**src/rtl/vga_pkg.sv**
```systemverilog
// Shared VGA definitions: video timing, Wishbone cycle-type codes and the
// framebuffer reader state encoding.
package vga_pkg;

  localparam int unsigned HFP    = 40;
  localparam int unsigned HPULSE = 48;
  localparam int unsigned HBP    = 40;
  localparam int unsigned VFP    = 13;
  localparam int unsigned VPULSE = 3;
  localparam int unsigned VBP    = 29;

  localparam logic [2:0] CTI_CLASSIC = 3'b000;
  localparam logic [2:0] CTI_INCR    = 3'b010;
  localparam logic [2:0] CTI_END     = 3'b111;

  typedef enum logic {
    RD_IDLE  = 1'b0,
    RD_BURST = 1'b1
  } rd_state_t;

endpackage

```
**src/rtl/wshb_frame_reader_if.sv**
```systemverilog
// Wishbone B4 read-master bus bundle used between the frame reader and SDRAM.
interface wshb_frame_reader_if;

  logic        cyc;
  logic        stb;
  logic        we;
  logic [3:0]  sel;
  logic [31:0] adr;
  logic [2:0]  cti;
  logic [1:0]  bte;
  logic [31:0] dat_sm;
  logic        ack;

  modport master (
    output cyc, stb, we, sel, adr, cti, bte,
    input  dat_sm, ack
  );

  modport slave (
    input  cyc, stb, we, sel, adr, cti, bte,
    output dat_sm, ack
  );

endinterface

```
**src/rtl/wshb_frame_reader.sv**
```systemverilog
// Framebuffer reader: streams a frame of 32-bit pixels from Wishbone memory
// into the pixel FIFO using incrementing bursts, throttled by almost-full.
module wshb_frame_reader
  import vga_pkg::*;
#(
  parameter int unsigned HDISP     = 800,
  parameter int unsigned VDISP     = 480,
  parameter logic [31:0] BASE_ADDR = 32'h0,
  parameter int unsigned BURST_LEN = 8
) (
  input  logic                       clk,
  input  logic                       rst,
  input  logic                       enable,
  input  logic                       restart,
  wshb_frame_reader_if.master        wshb,
  output logic [31:0]                fifo_wdata,
  output logic                       fifo_write,
  input  logic                       fifo_walmost_full,
  output logic                       frame_done
);

  localparam int unsigned NPIX   = HDISP * VDISP;
  localparam int unsigned IDX_W  = (NPIX > 1) ? $clog2(NPIX) : 1;
  localparam int unsigned BEAT_W = (BURST_LEN > 1) ? $clog2(BURST_LEN) : 1;
  localparam logic [IDX_W-1:0]  IDX_LAST  = IDX_W'(NPIX - 1);
  localparam logic [BEAT_W-1:0] BEAT_LAST = BEAT_W'(BURST_LEN - 1);
  localparam logic [2:0] CTI_FIRST = (BURST_LEN == 1) ? CTI_END : CTI_INCR;

  // Bursts must tile the frame exactly so none straddles the index wrap.
  generate
    if (BURST_LEN == 0 || (BURST_LEN & (BURST_LEN - 1)) != 0) begin : g_bad_burst
      $error("BURST_LEN must be a power of two >= 1");
    end else if (NPIX % BURST_LEN != 0) begin : g_bad_frame
      $error("HDISP*VDISP must be a multiple of BURST_LEN");
    end
  endgenerate

  rd_state_t         r_state, w_state_n;
  logic [IDX_W-1:0]  r_idx, w_idx_n;
  logic [BEAT_W-1:0] r_beat, w_beat_n;
  logic              r_restart_pend, w_restart_pend_n;
  logic              r_cyc, w_cyc_n;
  logic [31:0]       r_adr, w_adr_n;
  logic [2:0]        r_cti, w_cti_n;
  logic              r_fifo_write, w_fifo_write_n;
  logic [31:0]       r_fifo_wdata, w_fifo_wdata_n;
  logic              r_frame_done, w_frame_done_n;

  logic              w_ack_beat;
  logic              w_restart_any;
  logic [IDX_W-1:0]  w_idx_inc;
  logic [BEAT_W-1:0] w_beat_inc;

  assign w_ack_beat    = (r_state == RD_BURST) && wshb.ack;
  assign w_restart_any = r_restart_pend | restart;
  assign w_idx_inc     = (r_idx == IDX_LAST) ? '0 : IDX_W'(r_idx + 1'b1);
  assign w_beat_inc    = BEAT_W'(r_beat + 1'b1);

  always_ff @(posedge clk or posedge rst) begin
    if (rst) begin
      r_state        <= RD_IDLE;
      r_idx          <= '0;
      r_beat         <= '0;
      r_restart_pend <= 1'b0;
      r_cyc          <= 1'b0;
      r_adr          <= BASE_ADDR;
      r_cti          <= CTI_CLASSIC;
      r_fifo_write   <= 1'b0;
      r_fifo_wdata   <= '0;
      r_frame_done   <= 1'b0;
    end else begin
      r_state        <= w_state_n;
      r_idx          <= w_idx_n;
      r_beat         <= w_beat_n;
      r_restart_pend <= w_restart_pend_n;
      r_cyc          <= w_cyc_n;
      r_adr          <= w_adr_n;
      r_cti          <= w_cti_n;
      r_fifo_write   <= w_fifo_write_n;
      r_fifo_wdata   <= w_fifo_wdata_n;
      r_frame_done   <= w_frame_done_n;
    end
  end

  always_comb begin
    w_state_n        = r_state;
    w_idx_n          = r_idx;
    w_beat_n         = r_beat;
    w_restart_pend_n = r_restart_pend;
    w_cyc_n          = r_cyc;
    w_adr_n          = r_adr;
    w_cti_n          = r_cti;
    w_fifo_write_n   = w_ack_beat;
    w_fifo_wdata_n   = w_ack_beat ? wshb.dat_sm : r_fifo_wdata;
    // A pending restart suppresses the end-of-frame pulse.
    w_frame_done_n   = w_ack_beat && (r_idx == IDX_LAST) && !w_restart_any;

    unique case (r_state)
      RD_IDLE: begin
        w_restart_pend_n = 1'b0;
        if (restart) begin
          w_idx_n = '0;
        end
        if (enable && !fifo_walmost_full) begin
          w_state_n = RD_BURST;
          w_cyc_n   = 1'b1;
          w_adr_n   = BASE_ADDR + (32'(w_idx_n) << 2);
          w_cti_n   = CTI_FIRST;
          w_beat_n  = '0;
        end
      end
      RD_BURST: begin
        if (restart) begin
          w_restart_pend_n = 1'b1;
        end
        if (wshb.ack) begin
          w_adr_n = r_adr + 32'd4;
          if (r_beat == BEAT_LAST) begin
            w_state_n        = RD_IDLE;
            w_cyc_n          = 1'b0;
            w_cti_n          = CTI_CLASSIC;
            w_beat_n         = '0;
            w_idx_n          = w_restart_any ? '0 : w_idx_inc;
            w_restart_pend_n = 1'b0;
          end else begin
            w_beat_n = w_beat_inc;
            w_idx_n  = w_idx_inc;
            w_cti_n  = (w_beat_inc == BEAT_LAST) ? CTI_END : CTI_INCR;
          end
        end
      end
      default: begin
        w_state_n = RD_IDLE;
      end
    endcase
  end

  assign wshb.cyc   = r_cyc;
  assign wshb.stb   = r_cyc;
  assign wshb.we    = 1'b0;
  assign wshb.sel   = 4'hF;
  assign wshb.adr   = r_adr;
  assign wshb.cti   = r_cti;
  assign wshb.bte   = 2'b00;
  assign fifo_write = r_fifo_write;
  assign fifo_wdata = r_fifo_wdata;
  assign frame_done = r_frame_done;

endmodule
```
**src/flat_wrapper.sv**
```systemverilog
// flat-port wrapper written by rule: the top's interface ports become plain ports
module wshb_frame_reader_flat import vga_pkg::*;
#(
  parameter int unsigned HDISP     = 800,
  parameter int unsigned VDISP     = 480,
  parameter logic [31:0] BASE_ADDR = 32'h0,
  parameter int unsigned BURST_LEN = 8
)
  (clk, rst, enable, restart, fifo_wdata, fifo_write, fifo_walmost_full, frame_done, wshb_cyc, wshb_stb, wshb_we, wshb_sel, wshb_adr, wshb_cti, wshb_bte, wshb_dat_sm, wshb_ack);
  wshb_frame_reader_if wshb_i ();
  input  logic clk;
  input  logic rst;
  input  logic enable;
  input  logic restart;
  output logic [31:0] fifo_wdata;
  output logic fifo_write;
  input  logic fifo_walmost_full;
  output logic frame_done;
  output wire logic [$bits(wshb_i.cyc)-1:0] wshb_cyc;
  output wire logic [$bits(wshb_i.stb)-1:0] wshb_stb;
  output wire logic [$bits(wshb_i.we)-1:0] wshb_we;
  output wire logic [$bits(wshb_i.sel)-1:0] wshb_sel;
  output wire logic [$bits(wshb_i.adr)-1:0] wshb_adr;
  output wire logic [$bits(wshb_i.cti)-1:0] wshb_cti;
  output wire logic [$bits(wshb_i.bte)-1:0] wshb_bte;
  input wire logic [$bits(wshb_i.dat_sm)-1:0] wshb_dat_sm;
  input wire logic [$bits(wshb_i.ack)-1:0] wshb_ack;
  assign wshb_cyc = wshb_i.cyc;
  assign wshb_stb = wshb_i.stb;
  assign wshb_we = wshb_i.we;
  assign wshb_sel = wshb_i.sel;
  assign wshb_adr = wshb_i.adr;
  assign wshb_cti = wshb_i.cti;
  assign wshb_bte = wshb_i.bte;
  assign wshb_i.dat_sm = wshb_dat_sm;
  assign wshb_i.ack = wshb_ack;
  wshb_frame_reader #(.HDISP(HDISP), .VDISP(VDISP), .BASE_ADDR(BASE_ADDR), .BURST_LEN(BURST_LEN)) u_core (.clk(clk), .rst(rst), .enable(enable), .restart(restart), .wshb(wshb_i), .fifo_wdata(fifo_wdata), .fifo_write(fifo_write), .fifo_walmost_full(fifo_walmost_full), .frame_done(frame_done));
endmodule
```
**config.mk**
```make
export PLATFORM = sky130hd
export DESIGN_NAME = wshb_frame_reader_flat
export DESIGN_NICKNAME = d
export VERILOG_FILES = /design/src/rtl/vga_pkg.sv /design/src/rtl/wshb_frame_reader_if.sv /design/src/rtl/wshb_frame_reader.sv /design/src/flat_wrapper.sv
export SDC_FILE = /design/constraint.sdc
export NUM_CORES = 1
export LEC_CHECK = 0
export ABC_AREA = 1
export BUFFER_PORTS_ARGS = -buffer_cell sky130_fd_sc_hd__clkbuf_2
export CAP_MARGIN = 20
export CORE_ASPECT_RATIO = 2
export CORE_MARGIN = 2
export CORE_UTILIZATION = 27
export CTS_BUF_LIST = sky130_fd_sc_hd__clkbuf_16
export DETAILED_ROUTE_END_ITERATION = 8
export GPL_ROUTABILITY_DRIVEN = 1
export GPL_TIMING_DRIVEN = 0
export PLACE_DENSITY = 0.56
export SYNTH_ARGS = -nofsm -noshare
export SYNTH_HDL_FRONTEND = slang
export SYNTH_SLANG_ARGS = --single-unit
```
**constraint.sdc**
```tcl
create_clock -name clk -period 8.3 [get_ports clk]
set_input_delay 1.245 -clock clk [delete_from_list [all_inputs] [get_ports clk]]
set_output_delay 1.245 -clock clk [all_outputs]
set_load 0.05 [all_outputs]
```
==> impl_metrics.csv, run 1 <==
group,metric,value,unit
synthesis,postSynth.asyncResetShare,100.0,%
detailed_routing,number_of_vias_in_the_routed_layout,4861,
synthesis,synthDominantCellAreaShare,44.30,%
grt,antenna_violations_before_repair,0,
timing,final.hold.worst_slack,0.4819,ns
synthesis,netlist.top_cell.by_area,"sky130_fd_sc_hd__dfrtp_1",
timing,worst_pin_slew,0.5658,ns
clocking,clk_pin_slew,0.07,ns
detailed_routing,postRouteWirelength,15740,um
worst_setup_path,worst_path_arrival_time,1.18,ns
floorplanning,area_of_the_die,20220,um2
worst_setup_path,critPathTopFamily,"flip-flops",
detailed_routing,dr.first_iter.drc_count,192,
timing,setup_repair_after_global_routing_missed_its_margin,"false",
detailed_routing,route.detailed.vias_per_inst,4.464,
synthesis,post_synth_instance_area,5140,um2
synthesis,synth.most_common_cell,"sky130_fd_sc_hd__nand2_1",
clocking,cts_setup_buffers,0,
floorplanning,io-pin-count,116,
cells_and_area,fillerInstances,2046,
worst_setup_path,path_buf_inv,1,
pwr,cellLeakagePower,3.246,nW
grt,grt_pass1_vias,4723,
clocking,cts_made_buffers,9,
clocking,cts_repair_resize_count,0,
worst_setup_path,r2r_start,"u_core.r_beat[0]",
synthesis,synth_seq_cells,91,
floorplanning,initial_core_util,27.42,%
worst_setup_path,crit_path_max_incr_delay,0.50,ns
grt,grt_util_all_layers,16.11,%
timing,achievable-frequency,411.7,MHz
timing,finalWorstPathRequiredPeriod,2.429,ns
timing,setup-tns-final,0,ns
worst_setup_path,cp_slowest_cell,"sky130_fd_sc_hd__dfrtp_1",
clocking,clock-sinks,91,
detailed_routing,dr.pass1.iters,4,
cells_and_area,fin_nets,872,
synthesis,synth.top_cells.by_count,"sky130_fd_sc_hd__nand2_1, sky130_fd_sc_hd__dfrtp_1, sky130_fd_sc_hd__nor2_1",
detailed_routing,route.antenna.remaining_nets,0,
synthesis,synthCells,704,
worst_setup_path,worst-endpoint-required,7.05,ns
timing,final.setup_skew,0.01252,ns
cells_and_area,antennaDiodeCount,0,
placement,placed_cells,1073,
synthesis,synthesized_area_per_cell,7.301,um2
timing,max_slew_margin,62.28,%
cells_and_area,synthToLayoutAreaGrowth,23.27,%
worst_setup_path,critical_path_peak_fanout,7,
detailed_routing,detail_route.drc_violations,0,
detailed_routing,detail_route.wl_per_cell,14.45,um
grt,global_route.overflow_total,0,
synthesis,synth-warning-count,0,
clocking,clock_network_latency_to_the_later_pin_of_the_worst_skew_pair,0.36,ns
floorplanning,placementRows,71,
floorplanning,core_area,18740,um2
timing,finalSetupViolations,0,
flow_run,max_cap_viol_count,0,
clocking,postCtsHoldBufs,0,
synthesis,synth_enable_flop_cells,0,
floorplanning,height_of_the_chip,199.1,um
worst_setup_path,worstSetupEndpointType,"output pin",
grt,grt_start_max_net_pins,63,
cells_and_area,stdcell_count,1089,
clocking,cts_tree,"yes",
worst_hold_path,startpoint_of_the_tightest_hold_check_path,"u_core.fifo_wdata[12]",
clocking,cts_buffer_depth,2,
synthesis,synth_cell_type_count,37,
placement,detailed_place_hpwl,12310,um
synthesis,synth_seq_area_share,44.30,%
clocking,cts_htree_levels,3,
worst_setup_path,worst_setup_path_startpoint,"u_core.wshb.adr[4]",
clocking,clockRootBuffer,"sky130_fd_sc_hd__clkbuf_16",
timing,timing.final.max_slew_violations,0,
pwr,power-per-cell-area,296.0,nW/um2
timing,total_count_of_hold_check_failures_in_the_final_report,0,
timing,period_utilisation_layout,29.27,%
grt,grt_first_pass_wirelength,24670,um
worst_setup_path,worstSetupStartpointType,"register",
cells_and_area,post_route_cells_drive_above_1_share,22.42,%
placement,portBuffers,106,
run_status,status,"completed",
placement,place.gp.congestion,0.9108,
synthesis,post_synth_main_area_contributors,"sky130_fd_sc_hd__dfrtp_1, sky130_fd_sc_hd__nand2_1, sky130_fd_sc_hd__nor2_1",
worst_setup_path,worstPathCellList,"clkbuf_2",
worst_setup_path,timing.setup.critical_path_class,"register to output pin",
worst_hold_path,min_path_type,"register to register",
synthesis,synth_top_flop_cell,"sky130_fd_sc_hd__dfrtp_1",
floorplanning,die_w,101.6,um
pwr,power.ir.vdd_worst,0.0001206,V
kinds of logic (layout without fill, tap and decap cells):
| family | Yosys count | count (layout) | synth area share, % |
|---|---|---|---|
| xor+xnor | 11 | 11 | 1.875 |
| compound gates | 70 | 70 | 8.082 |
| simple gates | 439 | 439 | 36.66 |
| other cells | 2 | 9 | 0.1461 |
| fa+ha+maj | 5 | 5 | 1.217 |
| flops | 91 | 91 | 44.30 |
| buf+inv | 86 | 209 | 7.716 |
worst reg2reg max path, cell delays in order (launching register included):
cell and delay, ns:
sky130_fd_sc_hd__dfrtp_1 0.39, sky130_fd_sc_hd__ha_1 0.20, sky130_fd_sc_hd__ha_1 0.24, sky130_fd_sc_hd__a21oi_1 0.45
sky130_fd_sc_hd__nand2_2 0.17, sky130_fd_sc_hd__nor2_4 0.26, sky130_fd_sc_hd__nand2_1 0.09, sky130_fd_sc_hd__o21ai_0 0.09
sequential cells by signal, indices dropped and copies added (netlist names):
register / count
u_core.frame_done: 1
u_core.fifo_write: 1
u_core.wshb.cyc: 1
u_core.fifo_wdata: 32
u_core.r_idx: 19
u_core.r_restart_pend: 1
u_core.wshb.cti: 2
u_core.r_state: 1
u_core.wshb.adr: 30
u_core.r_beat: 3
placed cells by master (no fill, tap or decap), types with 3 or more instances in the layout:
cell type / instances
sky130_fd_sc_hd__nand2_1: 270
sky130_fd_sc_hd__clkbuf_2: 106
sky130_fd_sc_hd__dfrtp_1: 91
sky130_fd_sc_hd__nor2_1: 81
sky130_fd_sc_hd__inv_1: 49
sky130_fd_sc_hd__nand3_1: 36
sky130_fd_sc_hd__a21oi_1: 34
sky130_fd_sc_hd__nand4_1: 17
sky130_fd_sc_hd__buf_4: 13
sky130_fd_sc_hd__o21ai_0: 11
sky130_fd_sc_hd__nand2_2: 9
sky130_fd_sc_hd__xor2_1: 9
sky130_fd_sc_hd__conb_1: 9
sky130_fd_sc_hd__clkbuf_16: 9
sky130_fd_sc_hd__buf_2: 8
sky130_fd_sc_hd__nor2_4: 7
sky130_fd_sc_hd__clkbuf_1: 7
sky130_fd_sc_hd__o21ai_2: 7
sky130_fd_sc_hd__o21ai_1: 6
sky130_fd_sc_hd__nor3_1: 6
sky130_fd_sc_hd__a22oi_1: 5
sky130_fd_sc_hd__ha_1: 5
sky130_fd_sc_hd__inv_2: 4
sky130_fd_sc_hd__or2_2: 4
sky130_fd_sc_hd__nand2_4: 3
sky130_fd_sc_hd__o21bai_1: 3
sky130_fd_sc_hd__inv_6: 3
metrics by stage:
stage / power, mW / util, % / worst slack [ns] / instance area, um2
3_3_place_gp: 1.466 / 32.09 / 3.308 / 6016
4_1_cts: 1.895 / 33.80 / 5.868 / 6336
6_report: 1.876 / 33.80 / 5.871 / 6336
2_1_floorplan: 1.249 / - / 4.691 / 5166
3_5_place_dp: 1.476 / 32.25 / 5.553 / 6046
5_1_grt: 1.991 / 33.80 / 5.825 / 6336
area by class of cell:
type,count,area [um2],area share (%)
clock buffer,9,225.2,3.555
multi-input combinational,534,2492,39.34
tap,255,319.1,5.036
inverter,55,209.0,3.298
clock inverter,7,65.06,1.027
buffer,31,190.2,3.002
timing repair buffer,107,558.0,8.807
sequential,91,2277,35.94
worst paths after layout:
check | depth (start not counted) | slack [ns] | end
setup / recovery | 1 | 5.87 | wshb_adr[4]
hold / removal | 2 | 0.48 | u_core.fifo_wdata[12]
setup reg to reg | 7 | 6.32 | u_core.r_idx[4]
hold reg to reg | 2 | 0.48 | u_core.fifo_wdata[12]
max in group asynchronous | 3 | 6.75 | u_core.r_idx[3]
min in group asynchronous | 2 | 0.87 | u_core.fifo_wdata[12]
where the power goes:
part / internal, mW / switching, mW
clock: 0.211 / 0.203
sequential: 0.539 / 0.111
combinational: 0.206 / 0.605
metal layers:
layer  share of wire [%]  vias to the layer above  track usage [%]  wire [um]
met5                   0                        -                0          0
met4                 5.2                        0            10.11        823
met3                 2.9                       40            2.029        450
met2                  56                      101            30.29       8864
met1                  36                     2256            16.14       5602
li1                    -                     2464                -          -
(Power assumes the default switching activity.)
==> run 2: changes to the inputs <==
==> constraint.sdc (replaced) <==
create_clock -name clk -period 2.5 [get_ports clk]
set_input_delay 0.375 -clock clk [delete_from_list [all_inputs] [get_ports clk]]
set_output_delay 0.375 -clock clk [all_outputs]
set_load 0.05 [all_outputs]
==> run 2 against run 1 <==
Against the previous run: worst setup slack lost 5.4 ns; global-route usage grew 0.090 points; first-iteration DRC count grew 30%; critical path depth grew 6; sequential share of layout area shrank 0.43 points; combinational power grew to 3.3 times the previous value; power grew to 3.4 times the previous value; worst hold slack lost 0.27 ns; routed wire length grew 0.17%; flip-flop and latch count is the same; largest power group unchanged.
==> impl_metrics.csv, run 2 (synthesis results as in run 1) <==
group,metric,value,unit
worst_hold_path,whs_endpoint,"u_core.fifo_wdata[27]",
worst_setup_path,r2r.worst_path.cells,7,
clocking,clk_pin_slew,0.08,ns
grt,grt_first_pass_wirelength,24850,um
floorplanning,die_w,101.6,um
timing,period_utilisation_layout,80.22,%
pwr,power.switching_fraction,48.16,%
timing,achievable-frequency,498.6,MHz
worst_hold_path,startpoint_of_the_tightest_hold_check_path,"wshb_dat_sm[27]",
timing,final.setup_skew,0.01610,ns
pwr,power-per-cell-area,989.0,nW/um2
cells_and_area,fin_nets,875,
grt,grt_util_all_layers,16.20,%
worst_setup_path,worstSetupStartpointType,"register",
run_status,status,"completed",
cells_and_area,post_route_cells_drive_above_1_share,22.58,%
detailed_routing,route.antenna.remaining_nets,0,
cells_and_area,postLayoutCoreUtil,34.21,%
pwr,power.net_switching,3.054,mW
worst_setup_path,crit_path_max_incr_delay,0.46,ns
grt,antenna_violations_before_repair,0,
timing,setup-tns-final,0,ns
worst_setup_path,timing.setup.critical_path_class,"register to register",
cells_and_area,most-common-layout-cells,"sky130_fd_sc_hd__nand2_1, sky130_fd_sc_hd__clkbuf_2, sky130_fd_sc_hd__dfrtp_1, sky130_fd_sc_hd__nor2_1, sky130_fd_sc_hd__inv_1",
worst_setup_path,critPathTopFamily,"simple AND/OR/NAND/NOR gates",
placement,detailed_place_hpwl,12470,um
grt,grt_start_max_net_pins,37,
detailed_routing,detail_route.drc_violations,0,
pwr,comb_power_share,42.6,%
pwr,power_report.internal_total,3.288,mW
worst_setup_path,r2r_start,"u_core.r_beat[1]",
clocking,cts_htree_levels,3,
placement,place.gp.congestion,0.9563,
cells_and_area,final_common_cell,"sky130_fd_sc_hd__nand2_1",
worst_setup_path,worst-endpoint-required,2.79,ns
timing,finalSetupViolations,0,
detailed_routing,detail_route.wl_per_cell,14.44,um
clocking,clock-sinks,91,
floorplanning,io-pin-count,116,
worst_setup_path,timing.critical_path.mode_cell,"sky130_fd_sc_hd__ha_1",
worst_setup_path,rr_endpoint,"u_core.r_idx[3]",
worst_setup_path,critical_path_peak_fanout,8,
clocking,cts_made_buffers,9,
cells_and_area,fillerInstances,2025,
timing,setup_repair_after_global_routing_missed_its_margin,"false",
worst_hold_path,hold_depth,3,
placement,portBuffers,106,
grt,global_route.overflow_total,0,
grt,grt_pass1_vias,4768,
timing,finalWorstPathRequiredPeriod,2.005,ns
floorplanning,placementRows,71,
clocking,cts_repair_resize_count,0,
cells_and_area,max_ffs_per_register,32,
clocking,clockRootBuffer,"sky130_fd_sc_hd__clkbuf_16",
pwr,power.ir.vdd_worst,0.0003356,V
worst_setup_path,setup.reg_to_reg.worst_slack,0.49,ns
worst_setup_path,worstSetupEndpointType,"register",
clocking,cts_tree,"yes",
worst_setup_path,path_buf_inv,0,
cells_and_area,antennaDiodeCount,0,
detailed_routing,dr.pass1.iters,5,
timing,timing.final.max_slew_violations,0,
pwr,cellLeakagePower,3.280,nW
detailed_routing,route.detailed.vias_per_inst,4.462,
floorplanning,core_area,18740,um2
detailed_routing,postRouteWirelength,15770,um
worst_setup_path,worst_path_arrival_time,2.30,ns
worst_setup_path,worstPathCellList,"ha_1 -> ha_1 -> a21oi_1 -> nand2_2 -> nor2_4 -> nand3_1 -> nand2_1",
clocking,clock_network_latency_to_the_later_pin_of_the_worst_skew_pair,0.36,ns
floorplanning,area_of_the_die,20220,um2
floorplanning,initial_core_util,27.42,%
timing,max_slew_margin,62.78,%
timing,total_count_of_hold_check_failures_in_the_final_report,0,
worst_setup_path,cp_slowest_cell,"sky130_fd_sc_hd__a21oi_1",
pwr,sequentialPowerShare,33.9,%
detailed_routing,number_of_vias_in_the_routed_layout,4873,
timing,worst_pin_slew,0.5583,ns
clocking,cts_buffer_depth,2,
detailed_routing,dr.first_iter.drc_count,250,
floorplanning,height_of_the_chip,199.1,um
worst_hold_path,min_path_type,"input port to register",
cells_and_area,synthToLayoutAreaGrowth,24.76,%
pwr,clock_power_share,23.5,%
flow_run,max_cap_viol_count,0,
run 2: cell count changes in the layout (fill, tap and decap cells not counted), sizes merged:
| cell | delta |
|---|---|
| bufinv | +1 |
| dlygate4sd3 | +1 |
| inv | -1 |
| buf | +2 |
run 2: cell type report:
cell class | instances | area, um2 | area share [%]
inverters | 55 | 210.2 | 3.278
clock inverters | 7 | 90.09 | 1.405
plain buffers | 31 | 190.2 | 2.966
multi-input cells | 534 | 2492 | 38.87
well taps | 255 | 319.1 | 4.976
flip-flops and latches | 91 | 2277 | 35.51
repair buffers | 110 | 608.1 | 9.483
clock buffers | 9 | 225.2 | 3.512
run 2: through the flow:
step                cell area [um2]  instances  power [mW]  setup WS [ns]  hold WS, ns
floorplan                      5170        711       4.147         0.6868       0.4483
CTS                            6412       1092       6.407         0.5207       0.2001
global placement               6020       1072       4.868         0.2266       0.4631
detailed placement             6087       1075       4.901         0.5562       0.3621
global route                   6412       1092       6.730         0.4126       0.2103
finish                         6412       1092       6.342         0.4945       0.2086
run 2: metal layers:
metal,track usage (%),share of wire (%),vias to the layer above
met4,10.31,4.9,0
met5,0,0,-
met3,1.994,3.1,41
met1,15.87,35,2251
li1,-,-,2473
met2,30.82,57,108
run 2: tightest hold or removal path, stage by stage:
cell and delay (ns):
sky130_fd_sc_hd__clkbuf_2 0.07, sky130_fd_sc_hd__nand2_1 0.04, sky130_fd_sc_hd__nand2_1 0.04
run 2: worst max-delay path by stage:
stage                       start               endpoint  slack, ns  cells after the start
2_1_floorplan  u_core.wshb.adr[2]    u_core.wshb.adr[18]       0.69                     10
3_3_place_gp                  rst  u_core.fifo_wdata[11]       0.23                      2
3_5_place_dp     u_core.r_beat[1]        u_core.r_idx[3]       0.56                      7
4_1_cts          u_core.r_beat[1]        u_core.r_idx[3]       0.52                      7
5_1_grt          u_core.r_beat[1]        u_core.r_idx[3]       0.41                      7
6_report         u_core.r_beat[1]        u_core.r_idx[3]       0.49                      7
run 2: power groups by stage:
stage	Combinational [mW]	Sequential (mW)	Clock, mW
4_1_cts	2.73	2.15	1.52
5_1_grt	2.95	2.20	1.57
3_5_place_dp	2.72	2.18	0
2_1_floorplan	1.22	2.93	0
3_3_place_gp	2.69	2.18	0
6_report	2.70	2.15	1.49
run 2: what timing repair did:
item                                   in CTS  in global routing
hold buffers                                1                  0
endpoints found under the hold margin      10                  0
setup buffers                               0                  0
==> run 3: changes to the inputs <==
--- a/config.mk
+++ b/config.mk
@@ -15,7 +15,7 @@
 export DETAILED_ROUTE_END_ITERATION = 8
 export GPL_ROUTABILITY_DRIVEN = 1
 export GPL_TIMING_DRIVEN = 0
-export PLACE_DENSITY = 0.56
+export PLACE_DENSITY = 0.57
 export SYNTH_ARGS = -nofsm -noshare
 export SYNTH_HDL_FRONTEND = slang
 export SYNTH_SLANG_ARGS = --single-unit
==> constraint.sdc (replaced) <==
create_clock -name clk -period 1.69 [get_ports clk]
set_input_delay 0.2535 -clock clk [delete_from_list [all_inputs] [get_ports clk]]
set_output_delay 0.2535 -clock clk [all_outputs]
set_load 0.05 [all_outputs]
==> run 3 against run 2 <==
Against the previous run: sequential power up 49%; register-to-register slack worse by 0.42 ns; cell count up 1.3%; die area unchanged; worst setup slack worse by 0.42 ns; sequential share of layout area down 1.0 points; final area up 3.4%; flip-flop and latch count unchanged.
==> impl_metrics.csv, run 3 (synthesis results as in run 1) <==
group,metric,value,unit
grt,grt_use_met1,15.62,%
worst_setup_path,critical_path_peak_fanout,8,
cells_and_area,post_route_cells_drive_above_1_share,27.03,%
pwr,power-per-cell-area,1446,nW/um2
timing,timing.final.max_slew_violations,0,
grt,grt_start_max_net_pins,35,
worst_setup_path,worst_path_arrival_time,1.86,ns
floorplanning,placementRows,71,
cells_and_area,max_ffs_per_register,32,
grt,grt_first_pass_wirelength,24700,um
placement,place.gp.congestion,0.8996,
detailed_routing,detail_route.drc_violations,0,
clocking,clock-sinks,91,
detailed_routing,dr.first_iter.drc_count,274,
placement,dpl_cell_area,6063,um2
timing,final.setup_skew,0.01197,ns
cells_and_area,stdcell_count,1106,
pwr,cellLeakagePower,3.351,nW
detailed_routing,route.antenna.remaining_nets,0,
timing,finalSetupViolations,0,
flow_run,max_cap_viol_count,0,
timing,max_slew_margin,57.65,%
clocking,cts_made_buffers,9,
clocking,clock_network_latency_to_the_later_pin_of_the_worst_skew_pair,0.37,ns
clocking,clk_pin_slew,0.08,ns
floorplanning,die_w,101.6,um
placement,detailed_place_hpwl,12410,um
grt,grt_util_met2,29.31,%
worst_hold_path,min_path_type,"input port to register",
timing,finalWorstPathRequiredPeriod,1.619,ns
cells_and_area,fin_nets,889,
grt,global_route.overflow_total,0,
timing,worst_pin_slew,0.6339,ns
detailed_routing,route.detailed.vias_per_inst,4.532,
run_status,status,"completed",
grt,grt.busiest_layer,"met2",
timing,period_utilisation_layout,95.80,%
pwr,power.ir.vdd_worst,0.0005546,V
floorplanning,height_of_the_chip,199.1,um
cells_and_area,postLayoutCoreUtil,35.38,%
grt,grt_pass1_vias,4769,
timing,total_count_of_hold_check_failures_in_the_final_report,0,
detailed_routing,number_of_vias_in_the_routed_layout,5012,
worst_setup_path,worstSetupStartpointType,"register",
grt,grt_util_all_layers,16.18,%
cells_and_area,antennaDiodeCount,0,
placement,portBuffers,106,
floorplanning,core_area,18740,um2
placement,placed_cells,1074,
grt,antenna_violations_before_repair,0,
detailed_routing,detail_route.wl_per_cell,14.52,um
worst_setup_path,timing.setup.critical_path_class,"register to register",
cells_and_area,final_common_cell,"sky130_fd_sc_hd__nand2_1",
floorplanning,io-pin-count,116,
detailed_routing,postRouteWirelength,16060,um
worst_setup_path,worst-endpoint-required,1.93,ns
floorplanning,initial_core_util,27.42,%
pwr,total_power,9.589,mW
worst_setup_path,worstSetupEndpointType,"register",
grt,groute.layer.met3.usage,3.078,%
timing,final.hold.worst_slack,0.07824,ns
cells_and_area,synthToLayoutAreaGrowth,29.04,%
clocking,cts_tree,"yes",
cells_and_area,most-common-layout-cells,"sky130_fd_sc_hd__nand2_1, sky130_fd_sc_hd__clkbuf_2, sky130_fd_sc_hd__dfrtp_1, sky130_fd_sc_hd__nor2_1, sky130_fd_sc_hd__inv_1",
clocking,cts_htree_levels,3,
clocking,clockRootBuffer,"sky130_fd_sc_hd__clkbuf_16",
detailed_routing,dr.pass1.iters,6,
cells_and_area,layout.cell_area.non_filler,6633,um2
timing,achievable-frequency,617.7,MHz
floorplanning,area_of_the_die,20220,um2
clocking,cts_buffer_depth,2,
==> run 3: cell types whose count changed in the layout (fill, tap and decap cells not counted), sizes merged <==
cell | before | now
buf | 27 | 38
bufinv | 1 | 0
clkbuf | 122 | 125
clkinvlp | 1 | 3
inv | 58 | 57
==> run 3: layout make-up <==
type	count	area [um2]
sequential	91	2286
tap	255	319.1
inverter	55	216.5
fill	2036	12110
buffer	31	200.2
multi-input combinational	534	2613
timing repair buffer	124	705.7
clock buffer	9	225.2
clock inverter	7	67.56
==> run 3: worst paths after layout <==
check                           slack (ns)  depth (start not counted)                    to                 start
worst max-delay path                  0.07                         11       u_core.r_idx[4]       u_core.r_idx[0]
worst min-delay path                  0.08                          3  u_core.fifo_wdata[4]        wshb_dat_sm[4]
worst max register to register        0.07                         11       u_core.r_idx[4]       u_core.r_idx[0]
worst min register to register        0.48                          2  u_core.fifo_wdata[5]  u_core.fifo_wdata[5]
max in group asynchronous             0.58                          4       u_core.r_idx[3]                   rst
min in group asynchronous             0.51                          3       u_core.r_idx[2]                   rst
==> run 3: worst max-delay path, cell delays in order, from the launching register on <==
cell and delay (ns):
sky130_fd_sc_hd__dfrtp_2 0.41, sky130_fd_sc_hd__ha_4 0.16, sky130_fd_sc_hd__nand2_2 0.08, sky130_fd_sc_hd__nor2_4 0.13, sky130_fd_sc_hd__nand2_4 0.09, sky130_fd_sc_hd__nor2_4 0.15
sky130_fd_sc_hd__nand2_2 0.10, sky130_fd_sc_hd__nand2_4 0.09, sky130_fd_sc_hd__nor2_4 0.04, sky130_fd_sc_hd__buf_12 0.13, sky130_fd_sc_hd__nand2_1 0.05, sky130_fd_sc_hd__o21ai_0 0.06
==> run 3: metal layers <==
| metal | part of all wire [%] | vias up |
|---|---|---|
| li1 | - | 2506 |
| met1 | 34 | 2309 |
| met4 | 7.7 | 0 |
| met3 | 3.8 | 55 |
| met5 | 0 | - |
| met2 | 55 | 142 |
==> run 3: repair_timing <==
action,CTS,global route
endpoints found under the hold margin,23,0
pin swaps,4,7
endpoints found under the setup margin,29,60
buffers inserted,5,10
gates resized for setup,13,26
hold buffers,1,0
==> run 3: power by group <==
| group | switching [mW] | internal, mW | leakage [nW] |
|---|---|---|---|
| clock | 1.02 | 1.04 | 0.142 |
| sequential | 0.536 | 2.66 | 1.12 |
| combinational | 3.13 | 1.20 | 2.09 |
==> run 3: through the flow <==
| step | setup TNS [ns] | worst slack [ns] |
|---|---|---|
| 2_1_floorplan | 0 | 0.01916 |
| 3_3_place_gp | -41.92 | -0.5379 |
| 3_5_place_dp | -3.975 | -0.2326 |
| 4_1_cts | 0 | 0.004949 |
| 5_1_grt | -0.01075 | -0.008049 |
| 6_report | 0 | 0.07096 |
